**config.mk**
```make
export PLATFORM = sky130hd
export DESIGN_NAME = spi_cmd_bridge
export DESIGN_NICKNAME = d
export VERILOG_FILES = /design/src/rtl/spi_cmd_bridge.sv
export SDC_FILE = /design/constraint.sdc
export NUM_CORES = 1
export LEC_CHECK = 0
export ABC_AREA = 1
export BUFFER_PORTS_ARGS = -buffer_cell sky130_fd_sc_hd__buf_4
export CORE_MARGIN = 5
export CORE_UTILIZATION = 54
export CTS_CLUSTER_DIAMETER = 80
export DETAILED_ROUTE_END_ITERATION = 8
export PLACE_DENSITY_LB_ADDON = 0.12
export SLEW_MARGIN = 40
export SYNTH_ARGS = -nofsm -noshare
export SYNTH_HDL_FRONTEND = slang
export SYNTH_SLANG_ARGS = --single-unit
```
**constraint.sdc**
```tcl
create_clock -name clk6x -period 4.2 [get_ports clk6x]
set_input_delay 0.42 -clock clk6x [delete_from_list [all_inputs] [get_ports clk6x]]
set_output_delay 0.42 -clock clk6x [all_outputs]
set_load 0.1 [all_outputs]
```
**src/rtl/spi_cmd_bridge.sv**
```systemverilog
// SPI command bridge: turns framed SPI bytes (header, address high, address low, data...)
// into single-beat register-bus reads and writes. Read data is prefetched so the SPI
// slave always has the next byte ready before the master clocks out the following one.
module spi_cmd_bridge #(
  parameter int unsigned TIMEOUT_CYC = 255,
  parameter int unsigned RW_BIT      = 7
) (
  input  logic        clk6x,
  input  logic        resetn,
  input  logic [7:0]  rx_byte_i,
  input  logic        rx_hdr_en_i,
  input  logic        rx_db_en_i,
  output logic [7:0]  tx_byte_o,
  output logic        tx_en_o,
  output logic [15:0] bus_addr_o,
  output logic [7:0]  bus_wdata_o,
  output logic        bus_req_o,
  output logic        bus_we_o,
  input  logic [7:0]  bus_rdata_i,
  input  logic        bus_ack_i,
  output logic        err_ovr_o,
  output logic        err_tmo_o
);

  // The timeout counter runs 0 .. TIMEOUT_CYC-1 while a request is outstanding.
  localparam int unsigned    CntW    = (TIMEOUT_CYC > 1) ? $clog2(TIMEOUT_CYC) : 1;
  localparam logic [CntW-1:0] CntLast = CntW'(TIMEOUT_CYC - 1);

  typedef enum logic [2:0] {
    StIdle,
    StAddrH,
    StAddrL,
    StData,
    StBus,
    StDrain
  } state_e;

  state_e          state_q;
  logic [7:0]      hdr_q;
  logic [15:0]     bus_addr_q;
  logic [7:0]      bus_wdata_q;
  logic            bus_req_q;
  logic            bus_we_q;
  logic [7:0]      tx_byte_q;
  logic            tx_en_q;
  logic            err_ovr_q;
  logic            err_tmo_q;
  logic [CntW-1:0] tmo_cnt_q;

  logic [7:0] hdr_next;
  logic       hdr_next_clr;
  logic       hdr_rw;
  logic       hdr_ainc;
  logic       tmo_hit;
  logic       bus_done;
  logic       discard;

  // Decode the active/incoming header and the bus completion conditions.
  always_comb begin
    // A header arriving this cycle takes precedence over the latched one; while a request
    // is in flight the latched header already holds the pending (next) frame's header.
    hdr_next     = rx_hdr_en_i ? rx_byte_i : hdr_q;
    hdr_next_clr = &hdr_next[RW_BIT-1:1];
    hdr_rw       = hdr_q[RW_BIT];
    hdr_ainc     = hdr_q[0];
    tmo_hit      = (tmo_cnt_q == CntLast) && !bus_ack_i;
    bus_done     = bus_ack_i || tmo_hit;
    // Result of the in-flight request is thrown away once a new frame has started.
    discard      = (state_q == StDrain) || rx_hdr_en_i;
  end

  // Frame FSM with registered bus, tx and status outputs.
  always_ff @(posedge clk6x or negedge resetn) begin
    if (!resetn) begin
      state_q     <= StIdle;
      hdr_q       <= 8'h00;
      bus_addr_q  <= 16'h0000;
      bus_wdata_q <= 8'h00;
      bus_req_q   <= 1'b0;
      bus_we_q    <= 1'b0;
      tx_byte_q   <= 8'h00;
      tx_en_q     <= 1'b0;
      err_ovr_q   <= 1'b0;
      err_tmo_q   <= 1'b0;
      tmo_cnt_q   <= '0;
    end else begin
      tx_en_q <= 1'b0;
      case (state_q)
        StIdle, StAddrH, StAddrL, StData: begin
          if (rx_hdr_en_i) begin
            hdr_q <= rx_byte_i;
            if (hdr_next_clr) begin
              err_ovr_q <= 1'b0;
              err_tmo_q <= 1'b0;
              state_q   <= StIdle;
            end else begin
              state_q <= StAddrH;
            end
          end else if (rx_db_en_i) begin
            if (state_q == StAddrH) begin
              bus_addr_q[15:8] <= rx_byte_i;
              state_q          <= StAddrL;
            end else if (state_q == StAddrL) begin
              bus_addr_q[7:0] <= rx_byte_i;
              if (hdr_rw) begin
                // Prefetch the first read so tx data is ready before the first dummy byte.
                bus_req_q <= 1'b1;
                bus_we_q  <= 1'b0;
                tmo_cnt_q <= '0;
                state_q   <= StBus;
              end else begin
                state_q <= StData;
              end
            end else if (state_q == StData) begin
              // Writes carry the byte; for reads it is a dummy that triggers the next fetch.
              if (!hdr_rw) begin
                bus_wdata_q <= rx_byte_i;
              end
              bus_req_q <= 1'b1;
              bus_we_q  <= ~hdr_rw;
              tmo_cnt_q <= '0;
              state_q   <= StBus;
            end
          end
        end

        StBus, StDrain: begin
          tmo_cnt_q <= tmo_cnt_q + 1'b1;
          // Bytes arriving mid-request cannot be buffered; flag and drop them.
          if (state_q == StBus && rx_db_en_i) begin
            err_ovr_q <= 1'b1;
          end
          if (rx_hdr_en_i) begin
            hdr_q <= rx_byte_i;
          end
          if (bus_done) begin
            bus_req_q <= 1'b0;
            bus_we_q  <= 1'b0;
            if (tmo_hit) begin
              err_tmo_q <= 1'b1;
            end
            if (discard) begin
              // Pending header takes effect now; a clear command overrides a fresh timeout.
              if (hdr_next_clr) begin
                err_ovr_q <= 1'b0;
                err_tmo_q <= 1'b0;
                state_q   <= StIdle;
              end else begin
                state_q <= StAddrH;
              end
            end else begin
              state_q <= StData;
              if (hdr_rw) begin
                tx_byte_q <= tmo_hit ? 8'hFF : bus_rdata_i;
                tx_en_q   <= 1'b1;
              end
              // A timed-out access is retried at the same address by the next byte.
              if (bus_ack_i && hdr_ainc) begin
                bus_addr_q <= bus_addr_q + 16'd1;
              end
            end
          end else if (rx_hdr_en_i) begin
            state_q <= StDrain;
          end
        end

        default: state_q <= StIdle;
      endcase
    end
  end

  assign tx_byte_o   = tx_byte_q;
  assign tx_en_o     = tx_en_q;
  assign bus_addr_o  = bus_addr_q;
  assign bus_wdata_o = bus_wdata_q;
  assign bus_req_o   = bus_req_q;
  assign bus_we_o    = bus_we_q;
  assign err_ovr_o   = err_ovr_q;
  assign err_tmo_o   = err_tmo_q;

endmodule
```
After elaboration in Yosys (flattened, before gate mapping)
Index checks and enable logic that the tools add are counted.
{"block": "word_totals", "wordCells": 123, "register_bits": 56, "input_bits": 21}
{"block": "op_classes", "bitwise_logic": 5, "n_eq_ne": 21, "mux": 60, "n_reduce_logical": 22, "n_addsub": 2}
{"op": "16-bit two-way mux", "count": 5}
{"op": "8-bit two-way mux", "count": 10}
{"op": "16-bit one-hot mux with 2 select lines", "count": 1}
{"op": "1-bit two-way mux", "count": 28}
{"op": "3-bit two-way mux", "count": 9}
{"op": "7-bit AND reduction", "count": 3}
{"op": "2-bit != test (second input constant)", "count": 10}
{"op": "16-bit by 1-bit adder with 16-bit output (second input constant)", "count": 1}
{"op": "8-bit one-hot mux with 2 select lines", "count": 1}
{"op": "3-bit != test (second input constant)", "count": 4}
{"op": "6-bit AND reduction", "count": 2}
{"op": "8-bit by 1-bit adder with 8-bit output (second input constant)", "count": 1}
{"op": "8-bit equality test (second input constant)", "count": 1}
{"op": "1-bit one-hot mux with 2 select lines", "count": 4}
{"op": "4-bit AND reduction", "count": 2}
{"op": "8-bit AND reduction", "count": 1}
{"op": "7-bit two-way mux", "count": 1}
{"op": "3-bit by 2-bit equality test with 1-bit output (second input constant)", "count": 2}
{"op": "3-bit equality test (second input constant)", "count": 2}
{"op": "3-bit one-hot mux with 2 select lines", "count": 1}
{"op": "3-bit AND reduction", "count": 2}
{"op": "6-bit OR reduction", "count": 1}
{"op": "5-bit != test (second input constant)", "count": 1}
{"op": "1-bit NOT", "count": 5}
{"op": "9 further kinds", "count": 12}

Longest topological paths before layout
Gate-level depths: netlist (run 1).
{"block": "depth", "depth_word": 7, "depth_mapped": 12, "depth_no_buf": 10}

Worst setup path before layout (run 1)
OpenSTA, ideal clock, no wires.
{"block": "synth_timing", "path_type": "reg-to-reg", "start": "register bus_addr_q[0] (netlist: bus_addr_o[0])", "end": "register bus_addr_q[8] (netlist: bus_addr_o[8])", "required_ns": 4.080, "arrival_ns": 2.069, "stages_incl_launch_ff": 10, "period_less_slack_ns": 2.189, "slack_ns": 2.011, "path_cell_list": "dfrtp_1 ha_1 nand2_1 nor2_4 nand2_1 xnor2_1 nand2_1 nand2_1 nand2_1 nand2_1"}
{"block": "synth_between", "elab_chain_cells": 5}
{"element": "start, declared", "line_no": "40", "rtl": "logic [15:0] bus_addr_q;"}
{"element": "start signal, assigned", "line_no": "104", "rtl": "bus_addr_q[7:0] <= rx_byte_i;"}
{"element": "start signal, assigned", "line_no": "159", "rtl": "bus_addr_q <= bus_addr_q + 16'd1;"}
{"element": "16-bit by 1-bit adder with 16-bit output", "line_no": "159"}
{"element": "16-bit two-way mux", "line_no": "158", "rtl": "if (bus_ack_i && hdr_ainc) begin"}
{"element": "16-bit two-way mux", "line_no": "142", "rtl": "if (discard) begin"}
{"element": "16-bit two-way mux", "line_no": "136", "rtl": "if (bus_done) begin"}
{"element": "16-bit one-hot mux with 2 select lines", "line_no": "88", "rtl": "case (state_q)"}
Every way passes these cells. The select of a mux whose other input is x is not followed.
A chain may end at the register's enable or synchronous reset.

Worst setup path after layout (run 1)
{"block": "layout_timing", "start": "register state_q[1]", "end": "register state_q[1]"}
{"block": "layout_between", "elab_chain_cells": 6, "word_cells_on_any_way": 20, "cone_classes": "eq/ne (8); mux (7); reduce/logical (5)"}
{"element": "start, declared", "line_no": "38", "rtl": "state_e state_q;"}
{"element": "start signal, assigned", "line_no": "75", "rtl": "state_q <= StIdle;"}
{"element": "start signal, assigned", "line_no": "95", "rtl": "state_q <= StIdle;"}
{"element": "start signal, assigned", "line_no": "97", "rtl": "state_q <= StAddrH;"}
{"element": "3-bit by 2-bit equality test with 1-bit output", "line_no": "88, 103"}
{"element": "3-bit two-way mux", "line_no": "103", "rtl": "end else if (state_q == StAddrL) begin"}
{"element": "3-bit two-way mux", "line_no": "100", "rtl": "if (state_q == StAddrH) begin"}
{"element": "3-bit two-way mux", "line_no": "99", "rtl": "end else if (rx_db_en_i) begin"}
{"element": "3-bit two-way mux", "line_no": "90", "rtl": "if (rx_hdr_en_i) begin"}
{"element": "3-bit one-hot mux with 2 select lines", "line_no": "88"}
Parallel ways exist; a longest one is shown, timed or not. The select of a mux whose other input is x is not followed.

==> results.ini, run 1 <==
[cts]
cts.sinks=56
clkLatencyLatePin_ns=0.31
cts_hold_buf=0
cts_root_buf=clkbuf_8
clkSlewWorstSetupHoldPaths_ns=0.11
numCtsBuffers=5
cts_setup_buffers=0
clock_path_buffers=2
cts_tree=done
cts.repair.resized=0
htreeDepth=2

[critical_path]
reg2reg_from=state_q[1]$_DFFE_PN0P_
cp_data_required_time_ns=4.43
cp.depth=5
slowest_delay_ns=0.55
crit_family=simple AND/OR/NAND/NOR gates
critPathLaunch=state_q[1]$_DFFE_PN0P_
path_cells=nor2_4 > inv_2 > o21ai_0 > nand2_1 > o21ai_1
r2r_cells=5
r2r-end=state_q[1]$_DFFE_PN0P_
start_kind=flip-flop
cp_max_fo=22
reg2reg_slack_ns=2.33
arrival_ns=2.11
slowest_stage=nor2_4
cp-end-kind=flip-flop
crit_buf_inv=1
crit_path_end=state_q[1]$_DFFE_PN0P_
criticalPathCategory=flip-flop to flip-flop

[placement]
portBuffers=57
dp_hpwl_mm=5.50
place_congestion=0.865

[pwr]
p_switching_w=0.00189
ir_worst_vdd_uv=518
power.leakage_nw=1.97
clock_power_share_pct=9.5
sw_frac_of_total_pct=59.8
internal_power_w=0.00127
p_seq_share_pct=30.0
p_per_area_nw_per_um2=842
combinationalPowerShare_pct=60.5

[global_routing]
grt_overflow=0
grt_usage_pct=20.6
grt_max_degree=57
antenna_found_initial=0
grt_pass1_vias=2676
grt_pass1_wl_mm=12.5

[logic_synthesis]
synth_area_leaders=dfrtp_1 (44%), nand2_1 (20%), inv_1 (3.7%)
seq_area_frac_synth_pct=43.7
synth_cell_type_count=37
yosys_warnings=0
avgSynthCellArea_um2=7.58
synth_cells=423
synth_area_leader_cell=dfrtp_1
ys_ff_latch=56
synth_top_area_share_pct=43.7
synth_common_cells=nand2_1 (170), dfrtp_1 (56), inv_1 (32), nand3_1 (21), nor2_1 (21)
synth_edf_count=0
synthesis.area_um2=3200
syn_nets=447
synth.most_common_cell=nand2_1
async_reset_ff_share_pct=100
ys.flop_type=dfrtp_1

[layout]
drive_gt1_share_pct=20.5
diodes=0
final_net_count=501
syn2layout_area_growth_pct=17.1

[die]
die_h_um=87.0
core_um2=5850
num_rows=28
die-area_um2=7570
boundaryPins=58
die_w_um=87.0
start_util_pct=54.8

[sta]
period_minus_slack_ns=1.87
clock.fmax_mhz=534
slew_headroom_pct=53.7
hold_ws_ns=0.144
period_share_pct=44.6
finalSetupViolCount=0
tightest_slew_ns=0.695
tns_ns=0
slew_violations=0
final-hold-violation-count=0
clock_skew_ns=0.0142
grt_setup_unrepaired=no

[detailed_routing]
drc=0
first_pass_iters=4
viasPerCell=5.21
ant_nets=0
dr_total_vias=2881
wl_mm=7.26
drt_iter0_drc=154
routedWlPerCell_um=13.1

[worst_hold_path]
hold_class=input port to asynchronous set/reset pin

[job]
maxCapViolations=0

[outcome]
status=completed

[routing by layer]
layer  vias up  track usage, %  share of wire (%)
met5         -               0                  0
met4         0            4.96                1.1
met3         7            3.50                4.0
met2        58            33.7                 48
met1      1346            28.6                 47
li1       1470               -                  -
[state kept, by name (all words and copies together) (netlist names)]
register     count
bus_addr_o      16
bus_req_o        1
bus_wdata_o      8
bus_we_o         1
err_ovr_o        1
err_tmo_o        1
hdr_q            8
state_q          3
tmo_cnt_q        8
tx_byte_o        8
tx_en_o          1
[power groups by stage]
stage / clock network [W] / logic (W) / registers, W
after floorplan: 0 / 0.000639 / 0.00183
after global placement: 0 / 0.00190 / 0.000950
after detailed placement: 0 / 0.00192 / 0.000954
after CTS: 0.000309 / 0.00192 / 0.000943
after global routing: 0.000329 / 0.00206 / 0.000977
final: 0.000301 / 0.00191 / 0.000947
[worst min-delay path by stage]
stage / from / endpoint / slack, ns / depth (start not counted)
2_1_floorplan: resetn / bus_addr_o[0]$_DFFE_PN0P_ / 0.12 / 0
3_3_place_gp: tx_byte_o[3]$_DFFE_PN0P_ / tx_byte_o[3]$_DFFE_PN0P_ / 0.46 / 2
3_5_place_dp: tx_byte_o[3]$_DFFE_PN0P_ / tx_byte_o[3]$_DFFE_PN0P_ / 0.47 / 2
4_1_cts: resetn / bus_addr_o[5]$_DFFE_PN0P_ / 0.17 / 1
5_1_grt: resetn / bus_addr_o[7]$_DFFE_PN0P_ / 0.20 / 1
6_report: resetn / tmo_cnt_q[2]$_DFFE_PN0P_ / 0.14 / 1
[layout by cell type, fill, tap and decap left out]
cell,netlist,routed
a21boi_1,1,1
a31oi_1,5,5
nand4_1,6,6
xnor2_1,3,3
nand2_4,1,1
o21bai_1,1,1
o21ai_2,2,2
nor3_1,2,2
nand3_2,3,3
nand4_4,1,1
nand3_4,4,4
inv_1,32,32
nand3_1,21,21
mux2_1,1,1
nor2_4,4,4
o21ai_0,19,19
nor2_8,2,2
o41ai_1,1,1
or2_2,1,1
o22ai_1,2,2
a21oi_1,13,13
nor2_1,21,21
nand2_2,6,6
nor2_2,1,1
clkinv_4,0,1
ha_1,3,3
o21ai_1,18,18
clkbuf_8,0,5
buf_4,3,57
clkinv_2,1,3
xor2_1,5,5
inv_2,7,7
nand2_1,170,170
dfrtp_1,56,56
[through the flow]
| step | util, % | cells | setup slack, ns | total power, W | instance area, um^2 |
|---|---|---|---|---|---|
| after detailed placement | 62.7 | 545 | 2.28 | 0.00288 | 3670 |
| after CTS | 64.2 | 553 | 2.32 | 0.00318 | 3750 |
| after global routing | 64.2 | 553 | 2.16 | 0.00336 | 3750 |
| after floorplan | - | 423 | 2.01 | 0.00247 | 3200 |
| after global placement | 62.7 | 545 | 2.31 | 0.00285 | 3670 |
| final | 64.2 | 553 | 2.33 | 0.00316 | 3750 |
[area by class of cell]
cell class | instances | area [um^2]
multi-input cells | 317 | 1590
clock inverters | 3 | 18.8
well taps | 75 | 93.8
flip-flops and latches | 56 | 1400
repair buffers | 57 | 428
fillers | 518 | 2100
inverters | 40 | 151
clock buffers | 5 | 68.8
[logic make-up after synthesis]
group / synth area share, %
xor+xnor: 2.19
mux: 0.351
flops: 43.7
buf+inv: 6.60
simple gates: 35.5
compound gates: 10.5
fa+ha+maj: 1.17
(Power assumes the default switching activity.)
==> run 2, diff against run 1 <==
Clock period 4.2 ns to 2 ns, I/O delays scaled along.
==> results.ini, run 2 (synthesized netlist as in run 1, its figures left out) <==
[cts]
cts_tree=done
cts_root_buf=clkbuf_8
cts_setup_buffers=0  ; unchanged
htreeDepth=2  ; unchanged
clkLatencyLatePin_ns=0.32  ; about the same
cts.repair.resized=0  ; unchanged
clkSlewWorstSetupHoldPaths_ns=0.11  ; about the same
numCtsBuffers=5  ; unchanged
cts_hold_buf=1  ; +1
clock_path_buffers=2  ; unchanged
cts.sinks=56  ; unchanged

[sta]
period_minus_slack_ns=1.58  ; -0.289 ns
slew_violations=0  ; unchanged
grt_setup_unrepaired=no
final-hold-violation-count=0  ; unchanged
finalSetupViolCount=0  ; unchanged
clock_skew_ns=0.0160  ; +0.00182 ns
tns_ns=0  ; unchanged
period_share_pct=79.2  ; +35 points
slew_headroom_pct=52.5  ; -1.2 points
clock.fmax_mhz=631  ; +18%
tightest_slew_ns=0.713  ; +0.0178 ns
setup_ws_ns=0.416  ; -1.91 ns

[detailed_routing]
dr_total_vias=2825  ; -1.9%
routedWlPerCell_um=13.2  ; +0.68%
ant_nets=0  ; unchanged
first_pass_iters=4  ; unchanged
drc=0  ; unchanged
wl_mm=7.35  ; +1.2%
drt_iter0_drc=127  ; -18%
viasPerCell=5.08  ; -2.5%

[die]
core_um2=5850  ; unchanged
num_rows=28  ; unchanged
start_util_pct=54.8  ; unchanged
die_h_um=87.0  ; unchanged
die-area_um2=7570  ; unchanged
boundaryPins=58  ; unchanged
die_w_um=87.0  ; unchanged

[global_routing]
antenna_found_initial=0  ; unchanged
grt_overflow=0  ; unchanged
met1_usage_pct=27.9  ; -0.68 points
met2_usage_pct=35.1  ; +1.3 points
grt_util_met3_pct=3.50  ; unchanged
grt_pass1_vias=2665  ; -0.41%
grt_max_degree=57  ; unchanged
busiest_layer=met2
grt_pass1_wl_mm=12.5  ; about the same
grt_usage_pct=20.6  ; about the same

[layout]
syn2layout_area_growth_pct=19.4
multi_input_area_um2=1590  ; unchanged
layout_commonest_cell=nand2_1
fillers=506  ; -2.3%
diodes=0  ; unchanged
final_net_count=504  ; +0.60%
largest_reg_flops=16  ; unchanged
drive_gt1_share_pct=21.2  ; +0.70 points
seqCellArea_um2=1410  ; +0.27%
final_cell_mix=nand2_1 (170), buf_4 (59), dfrtp_1 (53), inv_1 (32)

[placement]
dp_hpwl_mm=5.54  ; +0.75%
place_congestion=0.889  ; +2.8%
post-place-ws_ns=0.424  ; -1.86 ns
portBuffers=57  ; unchanged

[pwr]
combinationalPowerShare_pct=58.4  ; -2.1 points
total_power_w=0.00690  ; +120%
internal_power_w=0.00294  ; +130%
clock_power_share_pct=12.6  ; +3.1 points
ir_worst_vdd_uv=1070  ; +110%
p_seq_share_pct=29.0  ; -1.0 points
power.leakage_nw=2.00  ; +1.4%
p_switching_w=0.00396  ; +110%
sw_frac_of_total_pct=57.4  ; -2.4 points
p_per_area_nw_per_um2=1800  ; +110%

[worst_hold_path]
hold_class=input port to flip-flop

[job]
maxCapViolations=0  ; unchanged

[critical_path]
start_kind=flip-flop
cp_max_fo=8  ; -64%
cp_data_required_time_ns=2.21  ; -2.22 ns
crit_family=simple AND/OR/NAND/NOR gates
slowest_stage=dfrtp_2
cp_common_cell=nand2_1
criticalPathCategory=flip-flop to flip-flop
slowest_delay_ns=0.46  ; -0.09 ns
path_cells=ha_1 > nand2_1 > nor2_4 > nand2_1 > xnor2_1 > nand2_1 > nand2_1 > nand2_1 > nand2_1
crit_buf_inv=0  ; -1
arrival_ns=1.80  ; -0.31 ns
cp-end-kind=flip-flop

[outcome]
status=completed

-- run 2: cell types whose count changed in the layout (fill, tap and decap cells not counted) --
| cell | previous run | this run |
|---|---|---|
| buf_4 | 57 | 59 |
| dlygate4sd3_1 | 0 | 1 |
| clkbuf_1 | 0 | 1 |
| dfrtp_2 | 0 | 3 |
| clkinv_4 | 1 | 0 |
| clkinv_2 | 3 | 1 |
| bufinv_16 | 0 | 2 |
| dfrtp_1 | 56 | 53 |
-- run 2: final timing paths --
| path | slack [ns] | cells past startpoint | end | from |
|---|---|---|---|---|
| worst max register to register | 0.42 | 9 | bus_addr_o[8]$_DFFE_PN0P_ | bus_addr_o[0]$_DFFE_PN0P_ |
| min in group asynchronous | 0.47 | 2 | tmo_cnt_q[0]$_DFFE_PN0P_ | resetn |
| max in group asynchronous | 1.03 | 2 | bus_addr_o[1]$_DFFE_PN0P_ | resetn |
| worst min-delay path | 0.09 | 3 | tx_byte_o[0]$_DFFE_PN0P_ | bus_rdata_i[0] |
| worst min register to register | 0.49 | 2 | tx_byte_o[7]$_DFFE_PN0P_ | tx_byte_o[7]$_DFFE_PN0P_ |
| worst max-delay path | 0.42 | 9 | bus_addr_o[8]$_DFFE_PN0P_ | bus_addr_o[0]$_DFFE_PN0P_ |
-- run 2: per-layer routing --
metal / vias to the layer above / share of wire, % / wire length, um
li1: 1469 / - / -
met5: - / 0 / 0
met2: 52 / 49 / 3580
met3: 6 / 4.4 / 327
met4: 0 / 0.79 / 58
met1: 1298 / 46 / 3380
-- run 2: stage by stage --
| step | cells | hold WS, ns | utilization (%) | cell area (um^2) |
|---|---|---|---|---|
| after floorplan | 423 | -0.0956 | - | 3210 |
| after global placement | 547 | 0.301 | 63.0 | 3680 |
| after detailed placement | 547 | 0.297 | 63.0 | 3680 |
| after CTS | 556 | 0.0896 | 65.4 | 3830 |
| after global routing | 556 | 0.0780 | 65.4 | 3830 |
| final | 556 | 0.0868 | 65.4 | 3830 |
-- run 2: final cells by class --
| type | instances | area share (%) |
|---|---|---|
| repair buffers | 60 | 11.8 |
| well taps | 75 | 2.45 |
| flip-flops and latches | 56 | 36.7 |
| inverters | 40 | 3.96 |
| clock buffers | 6 | 1.90 |
| clock inverters | 2 | 1.57 |
| multi-input cells | 317 | 41.6 |
-- run 2: tightest hold or removal path, cell delays in order --
cell and delay [ns]:
buf_4 0.08, o21ai_1 0.05, nand2_1 0.05
-- run 2: power groups by stage --
stage / Sequential [W] / Combinational (W) / Clock (W)
2_1_floorplan: 0.00386 / 0.00134 / 0
3_3_place_gp: 0.00200 / 0.00400 / 0
3_5_place_dp: 0.00201 / 0.00404 / 0
4_1_cts: 0.00199 / 0.00405 / 0.000881
5_1_grt: 0.00207 / 0.00431 / 0.000941
6_report: 0.00200 / 0.00403 / 0.000871
